$ cat src/rtl/masked_pkg.sv
// masked_pkg: shared definitions for the masked operand stage.
//   - default LFSR width and reset seed
//   - feedback tap positions of the 16-bit Fibonacci LFSR
//   - occupancy state of the single-entry share register
package masked_pkg;

  localparam int          LFSR_W_DEF = 16;
  localparam logic [15:0] SEED_DEF   = 16'hACE1;

  // Feedback taps: fb = l[0] ^ l[2] ^ l[3] ^ l[5]
  localparam int TAP_0 = 0;
  localparam int TAP_1 = 2;
  localparam int TAP_2 = 3;
  localparam int TAP_3 = 5;

  typedef enum logic [0:0] {
    EMPTY = 1'b0,
    FULL  = 1'b1
  } state_t;

endpackage

$ cat src/rtl/mask_lfsr.sv
// mask_lfsr: Fibonacci LFSR (shift right) supplying mask bits.
// Ports:
//   clk, rst_n   clock, asynchronous active-low reset (state <= SEED)
//   step2        advance the register by two steps this cycle
//   load         replace the state with load_val (wins over step2)
//   load_val     reseed value; an all-zero value is replaced by SEED
//   state        current LFSR state
module mask_lfsr
  import masked_pkg::*;
#(
  parameter int                LFSR_W = LFSR_W_DEF,
  parameter logic [LFSR_W-1:0] SEED   = SEED_DEF
) (
  input  logic              clk,
  input  logic              rst_n,
  input  logic              step2,
  input  logic              load,
  input  logic [LFSR_W-1:0] load_val,
  output logic [LFSR_W-1:0] state
);

  logic [LFSR_W-1:0] state_r;
  logic [LFSR_W-1:0] state_next_s;

  // One shift: feedback bit enters at the top, bit 0 leaves.
  function automatic logic [LFSR_W-1:0] lfsr_step(input logic [LFSR_W-1:0] l);
    logic fb;
    fb = l[TAP_0] ^ l[TAP_1] ^ l[TAP_2] ^ l[TAP_3];
    return {fb, l[LFSR_W-1:1]};
  endfunction

  // Next-state selection: reload (zero guarded), double step, or hold.
  always_comb begin
    state_next_s = state_r;
    if (load) begin
      // An all-zero state would lock the LFSR, so fall back to SEED.
      if (load_val == {LFSR_W{1'b0}}) begin
        state_next_s = SEED;
      end else begin
        state_next_s = load_val;
      end
    end else if (step2) begin
      state_next_s = lfsr_step(lfsr_step(state_r));
    end else begin
      state_next_s = state_r;
    end
  end

  // LFSR state register.
  always_ff @(posedge clk or negedge rst_n) begin
    if (!rst_n) begin
      state_r <= SEED;
    end else begin
      state_r <= state_next_s;
    end
  end

  assign state = state_r;

endmodule

$ cat src/rtl/masked_share_gen.sv
// masked_share_gen: splits unmasked operand bits a, b into two-share pairs
// (x1 = fresh mask, x0 = x ^ x1) for the downstream masked AND gate.
// Ports:
//   clk, rst_n            clock, asynchronous active-low reset
//   seed_load, seed_data  reseed the mask LFSR (blocks accept that cycle)
//   in_valid, in_ready    operand handshake; in_a, in_b operands
//   out_valid, out_ready  share handshake; a0, a1, b0, b1 registered shares
// Optional feature: define MASKGEN_REFRESH_EN to re-randomize held shares
// on every stalled cycle (share XORs preserved).
module masked_share_gen
  import masked_pkg::*;
#(
  parameter int                LFSR_W = LFSR_W_DEF,
  parameter logic [LFSR_W-1:0] SEED   = SEED_DEF
) (
  input  logic              clk,
  input  logic              rst_n,
  input  logic              seed_load,
  input  logic [LFSR_W-1:0] seed_data,
  input  logic              in_valid,
  output logic              in_ready,
  input  logic              in_a,
  input  logic              in_b,
  output logic              out_valid,
  input  logic              out_ready,
  output logic              a0,
  output logic              a1,
  output logic              b0,
  output logic              b1
);

  state_t            state_r;
  state_t            state_next_s;
  logic [LFSR_W-1:0] lfsr_s;
  logic [LFSR_W-3:0] lfsr_unused_s;
  logic              accept_s;
  logic              refresh_s;
  logic              step2_s;
  logic              mask_a_s;
  logic              mask_b_s;
  logic              a0_r, a1_r, b0_r, b1_r;

  assign mask_a_s      = lfsr_s[0];
  assign mask_b_s      = lfsr_s[1];
  assign lfsr_unused_s = lfsr_s[LFSR_W-1:2];

  assign out_valid = (state_r == FULL);
  // Single-entry register without skid: ready follows out_ready directly.
  assign in_ready  = rst_n && !seed_load && (!out_valid || out_ready);
  assign accept_s  = in_valid && in_ready;

`ifdef MASKGEN_REFRESH_EN
  assign refresh_s = out_valid && !out_ready && !seed_load;
`else
  assign refresh_s = 1'b0;
`endif

  // accept_s already excludes seed_load; refresh_s excludes it explicitly.
  assign step2_s = accept_s || refresh_s;

  mask_lfsr #(
    .LFSR_W (LFSR_W),
    .SEED   (SEED)
  ) u_lfsr (
    .clk      (clk),
    .rst_n    (rst_n),
    .step2    (step2_s),
    .load     (seed_load),
    .load_val (seed_data),
    .state    (lfsr_s)
  );

  // Occupancy next-state: fill on accept, empty on drain without refill.
  always_comb begin
    state_next_s = state_r;
    case (state_r)
      EMPTY: begin
        if (accept_s) begin
          state_next_s = FULL;
        end else begin
          state_next_s = EMPTY;
        end
      end
      FULL: begin
        if (out_ready && !accept_s) begin
          state_next_s = EMPTY;
        end else begin
          state_next_s = FULL;
        end
      end
      default: state_next_s = EMPTY;
    endcase
  end

  // Occupancy state register.
  always_ff @(posedge clk or negedge rst_n) begin
    if (!rst_n) begin
      state_r <= EMPTY;
    end else begin
      state_r <= state_next_s;
    end
  end

  // Share registers: operands are masked before capture, never stored bare.
  always_ff @(posedge clk or negedge rst_n) begin
    if (!rst_n) begin
      a0_r <= 1'b0;
      a1_r <= 1'b0;
      b0_r <= 1'b0;
      b1_r <= 1'b0;
    end else if (accept_s) begin
      a1_r <= mask_a_s;
      a0_r <= in_a ^ mask_a_s;
      b1_r <= mask_b_s;
      b0_r <= in_b ^ mask_b_s;
    end else if (refresh_s) begin
      // Same fresh bit into both shares keeps x0 ^ x1 unchanged.
      a1_r <= a1_r ^ mask_a_s;
      a0_r <= a0_r ^ mask_a_s;
      b1_r <= b1_r ^ mask_b_s;
      b0_r <= b0_r ^ mask_b_s;
    end else begin
      a0_r <= a0_r;
      a1_r <= a1_r;
      b0_r <= b0_r;
      b1_r <= b1_r;
    end
  end

  assign a0 = a0_r;
  assign a1 = a1_r;
  assign b0 = b0_r;
  assign b1 = b1_r;

endmodule
$ cat config.mk
export PLATFORM = sky130hd
export DESIGN_NAME = masked_share_gen
export DESIGN_NICKNAME = d
export VERILOG_FILES = /design/src/rtl/masked_pkg.sv /design/src/rtl/mask_lfsr.sv /design/src/rtl/masked_share_gen.sv
export SDC_FILE = /design/constraint.sdc
export NUM_CORES = 1
export LEC_CHECK = 0
export ABC_AREA = 0
export BUFFER_PORTS_ARGS = -buffer_cell sky130_fd_sc_hd__buf_4
export CAP_MARGIN = 15
export CORE_MARGIN = 1.5
export CORE_UTILIZATION = 30
export CTS_CLUSTER_DIAMETER = 30
export DETAILED_ROUTE_END_ITERATION = 8
export SLEW_MARGIN = 15
export SYNTH_ARGS = -nofsm -noshare
export SYNTH_HDL_FRONTEND = slang
export SYNTH_SLANG_ARGS = --single-unit
$ cat constraint.sdc
create_clock -name clk -period 1.75 [get_ports clk]
set_clock_uncertainty 0.05 [all_clocks]
set_input_delay 0 -clock clk [delete_from_list [all_inputs] [get_ports clk]]
set_output_delay 0 -clock clk [all_outputs]
set_load 0.02 [all_outputs]
==> results.cfg, run 1 <==
[final_layout]
area_growth_pct = 48.3
fill_cells = 325
post_layout_nonfiller_instances = 189
final_layout_size_suffix_gt1_frac = 0.427
diodes = 0
fin_area_um2 = 1620
postLayoutCoreUtil = 0.475
fin_nets = 167

[worst_setup_path]
startpoint = seed_data[4]
required_ps = 1960
r2r_start = out_valid
worstPathMaxFanout = 5
rrSetupSlack_ps = 290
reg2reg_to = u_lfsr.state[10]
reg2reg_depth = 5
end_kind = flip-flop
worstPathArrival_ps = 1880
start_kind = input pin
criticalPathCategory = input pin to flip-flop

[power]
power_leakage_nw = 0.777
sw_frac_of_total = 0.281
seq_power_share = 0.510
power.switching_mw = 0.333
ir_drop_mv = 0.524
p_int_mw = 0.853
power_frac_comb = 0.292
p_per_area_nw_per_um2 = 732
clock_power_share = 0.198

[floorplanning]
core_region_area_um2 = 3420
num_rows = 21
die_x_um = 63.4
die_h_um = 63.4
dieArea_um2 = 4020
start_util = 0.320
num_io_pins = 29

[synth]
synth_top_area_cell = dfrtp_1
yosysSeqAreaShare = 0.490
synth_area_leaders = dfrtp_1 (30%), dfstp_2 (19%), mux2_2 (9.3%), mux2i_1 (7.3%), o22a_1 (4.8%)
synth_edf_count = 0
yosysMostFrequentCell = dfrtp_1
yosysWarningCount = 0
ys_ff_latch = 21
syn_inst = 91
async_flop_share = 1.00
synth_cell_types = 24
syn_avg_cell_area_um2 = 12.0
synth_commonest_cells = dfrtp_1 (13), mux2_2 (9), dfstp_2 (8), mux2i_1 (8), nand2_1 (7)
synth_top_area_frac = 0.297
syn_nets = 114
syn_area_um2 = 1090
synth_ff_type = dfrtp_1

[timing]
max_slew_margin = 0.739
fin_crit_sh = 0.958
finalWorstSetupSlack_ps = 73.3
rsz0062_at_grt = no
fin_tns_setup_ps = 0
hold_viol_final = 0
fmax_mhz = 596
drv_slew = 0
tightest_slew_ps = 391
setup_violations = 0
period_minus_slack_ps = 1680

[cts]
cts-root-buf = clkbuf_4
numCtsBuffers = 3
cts_sinks = 21
htree_levels = 1
clk_path_buf_depth = 2
clkLatencyLatePin_ps = 310
cts_tree = yes
clk_pin_slew_ps = 110

[worst_hold_path]
worstHoldEndpoint = u_lfsr.state[6]
holdPathStages = 2
min-delay-path-class = input pin to flip-flop
min_from = seed_data[6]

[status]
outcome = finished, final reports clean

[drt]
drt_iter0_drc = 13
dr.pass1.iters = 4
postRouteAntennaNets = 0
vias = 887
wl_per_cell_um = 13.3
drc = 0
wl_um = 2520
viasPerCell = 4.69

[placed_design]
placed_cell_area_um2 = 1380
dp_cells = 165
dpl.hpwl_um = 1640
port_buffers = 28
place_ws_ps = 103
routabilityCongestion = 0.754

[flow_run]
drv_cap = 0

[grt]
track_usage = 0.131
gr-total-overflow = 0
grt_pass1_vias = 881
grt_pass1_wl_um = 4060
grt_start_max_net_pins = 25
antenna_found_initial = 0
cell families (layout without fill, tap and decap cells):
family | Yosys count | after routing | share of synthesized area
DFF | 21 | 21 | 0.490
AOI/OAI and AO/OA | 19 | 19 | 0.144
buffers and inverters | 9 | 61 | 0.0423
muxes | 17 | 17 | 0.166
and+or+nand+nor | 17 | 17 | 0.0938
xor gates and xnor gates | 8 | 8 | 0.0641
power groups by stage:
stage	sequential [mW]	clock, mW	combinational, mW
CTS	0.607	0.250	0.344
global route	0.615	0.266	0.378
global placement	0.614	0	0.307
finish	0.605	0.235	0.346
floorplan	0.635	0	0.156
detailed placement	0.616	0	0.310
sequential cells by signal (all words and copies together) (netlist names):
name	flops
u_lfsr.state	16
b1	1
a0	1
a1	1
b0	1
out_valid	1
area by class of cell:
class,count,area (µm²),area share
inverters,4,15.0,0.00926
clock buffers,4,26.3,0.0162
multi-input cells,61,522,0.322
repair buffers,53,465,0.287
well taps,46,57.6,0.0355
flip-flops and latches,21,536,0.330
routing by layer:
metal  track usage  vias to the layer above  wire length (µm)
li1              -                      433                 -
met1         0.170                      419              1080
met2         0.200                       27              1220
met3        0.0411                        8               154
met4        0.0571                        0                57
met5             0                        -                 0
placed cells by master, fill, tap and decap left out, drive strengths merged:
cell type / instances
a211oi: 1
and3b: 1
buf: 33
clkbuf: 4
dfrtp: 13
dfstp: 8
dlygate4sd3: 18
dlymetal6s4s: 2
inv: 4
mux2: 9
mux2i: 8
nand2: 7
nand2b: 1
nand4b: 1
nor2: 3
o21ai: 6
o22a: 7
o22ai: 4
o41ai: 1
or4: 4
xnor2: 6
xor2: 2
through the flow:
step           hold slack (ps)  power (mW)
6_report                  20.6        1.19
3_3_place_gp             -24.8       0.921
2_1_floorplan             -346       0.791
3_5_place_dp             -26.5       0.926
4_1_cts                   77.1        1.20
5_1_grt                   16.7        1.26
how the worst max path moves through the flow:
stage | cells after the start | slack (ps) | end
floorplan | 6 | 100 | u_lfsr.state[12]
global placement | 5 | 160 | u_lfsr.state[4]
detailed placement | 5 | 100 | u_lfsr.state[4]
CTS | 6 | 20 | u_lfsr.state[4]
global route | 6 | 30 | u_lfsr.state[0]
finish | 6 | 70 | u_lfsr.state[0]
worst max-delay path: stages:
cell and delay (ps):
dlygate4sd3_1 530, buf_4 140, or4_4 490, o41ai_4 350
buf_4 220, o22a_1 150
timing repair:
action,CTS,global route
resized for setup,0,4
setup buffers,0,1
endpoints found under the setup margin,0,9
hold buffers,20,0
hold endpoints to repair,40,0
No activity file was read; power rests on OpenSTA's default activity.
==> run 2: changes to the inputs <==
--- a/config.mk
+++ b/config.mk
@@ -8,7 +8,7 @@
 export ABC_AREA = 0
 export BUFFER_PORTS_ARGS = -buffer_cell sky130_fd_sc_hd__buf_4
 export CAP_MARGIN = 15
-export CORE_MARGIN = 1.5
+export CORE_MARGIN = 3
 export CORE_UTILIZATION = 30
 export CTS_CLUSTER_DIAMETER = 30
 export DETAILED_ROUTE_END_ITERATION = 8
==> run 2 against run 1 <==
Combinational power barely moved. Routed wire length fell by 3.4%. Critical path type unchanged. Via count fell by 1.9%. Cell count fell by 0.53%. Count of clock-buffer cells in the layout did not move. Sequential share of layout area rose by 0.21 points. Hold slack improved by 61 ps.
==> results.cfg, run 2 (same netlist as run 1, synthesis figures left out) <==
[status]
outcome = finished, final reports clean

[drt]
wl_per_cell_um = 12.9
drc = 0
dr.pass1.iters = 3
viasPerCell = 4.63
vias = 870
drt_iter0_drc = 21
postRouteAntennaNets = 0
wl_um = 2430

[placed_design]
routabilityCongestion = 0.769
port_buffers = 28
dp_cells = 165
placed_cell_area_um2 = 1380
dpl.hpwl_um = 1670

[floorplanning]
die_x_um = 66.4
num_io_pins = 29
die_h_um = 66.4
dieArea_um2 = 4410
start_util = 0.320
num_rows = 21
core_region_area_um2 = 3420

[worst_setup_path]
start_kind = input pin
slowest_delay_ps = 560
startpoint = seed_data[15]
required_ps = 1940
cp_slowest_cell = dlygate4sd3_1
worstPathArrival_ps = 1890
worstPathMaxFanout = 6
rrSetupSlack_ps = 300
criticalPathCategory = input pin to flip-flop
end_kind = flip-flop
reg2reg_depth = 5
critPathCapture = u_lfsr.state[0]
reg2reg_to = u_lfsr.state[0]
r2r_start = out_valid
path_cells = dlygate4sd3_1 > or4_4 > o41ai_4 > buf_4 > o22a_1

[power]
sw_frac_of_total = 0.277
seq_power_share = 0.515
power.switching_mw = 0.326
p_int_mw = 0.851
power_frac_comb = 0.292
ir_drop_mv = 0.431
power_leakage_nw = 0.763
clock_power_share = 0.193
p_total_mw = 1.18
p_per_area_nw_per_um2 = 730

[cts]
cts_tree = yes
htree_levels = 1
cts-root-buf = clkbuf_4
clk_path_buf_depth = 2
clk_pin_slew_ps = 120
numCtsBuffers = 3
cts_sinks = 21
clkLatencyLatePin_ps = 300

[timing]
drv_slew = 0
fin_tns_setup_ps = 0
setup_violations = 0
holdWs_ps = 81.5
tightest_slew_ps = 400
rsz0062_at_grt = no
max_slew_margin = 0.732
fin_crit_sh = 0.973
fmax_mhz = 587
period_minus_slack_ps = 1700
hold_viol_final = 0

[grt]
track_usage = 0.125
gr-total-overflow = 0
grt_pass1_vias = 935
grt_start_max_net_pins = 25
antenna_found_initial = 0
grt_pass1_wl_um = 4180

[final_layout]
final_layout_size_suffix_gt1_frac = 0.423
fin_area_um2 = 1610
multi_input_area_um2 = 522
fin_nets = 166
final_common_cell = buf_4
seqCellArea_um2 = 536
area_growth_pct = 47.4
diodes = 0
largest_reg_flops = 16
top_register = u_lfsr.state
post_layout_nonfiller_instances = 188
fill_cells = 334
final_cell_mix = buf_4 (31), dlygate4sd3_1 (19), dfrtp_1 (13)

[flow_run]
drv_cap = 0

[worst_hold_path]
min_from = seed_data[7]
min-delay-path-class = input pin to flip-flop
[run 2: timing repair]
| item | in CTS | in global routing |
|---|---|---|
| setup endpoints to repair | 0 | 6 |
| buffers inserted | 0 | 1 |
| hold buffers | 20 | 0 |
| gates resized for setup | 0 | 3 |
| endpoints found under the hold margin | 40 | 0 |
[run 2: stage by stage]
stage / utilization / setup slack [ps]
3_3_place_gp: 0.404 / 163
6_report: 0.472 / 47.8
3_5_place_dp: 0.404 / 128
2_1_floorplan: - / 96.9
4_1_cts: 0.470 / 13.7
5_1_grt: 0.472 / 14.2
[run 2: cell type report]
| type | instances | share of cell area |
|---|---|---|
| multi-input cells | 61 | 0.324 |
| well taps | 46 | 0.0357 |
| flip-flops and latches | 21 | 0.332 |
| repair buffers | 52 | 0.283 |
| inverters | 4 | 0.00932 |
| clock buffers | 4 | 0.0163 |
[run 2: layer usage]
metal	wire length [µm]	part of all wire	up-vias	GRT usage
met2	1240	0.51	16	0.209
met3	96	0.040	2	0.0153
li1	-	-	430	-
met4	21	0.0086	0	0.0533
met5	0	0	-	0
met1	1070	0.44	422	0.161
[run 2: power by group through the flow]
stage               Sequential (mW)  Combinational (mW)  Clock [mW]
floorplan                     0.635               0.156           0
global placement              0.614               0.307           0
detailed placement            0.617               0.310           0
CTS                           0.607               0.345       0.239
global route                  0.618               0.375       0.268
finish                        0.607               0.344       0.227
[run 2: worst max-delay path, delay by kind of cell]
family / cells / cell delay (ps)
buffers and inverters: 2 / 780
AOI/OAI and AO/OA: 2 / 610
and+or+nand+nor: 1 / 510
[run 2: worst min path at each step]
stage | end | cells after the start
global route | u_lfsr.state[7] | 3
detailed placement | out_valid | 2
global placement | out_valid | 2
finish | u_lfsr.state[7] | 3
CTS | u_lfsr.state[4] | 3
floorplan | a0 | 0
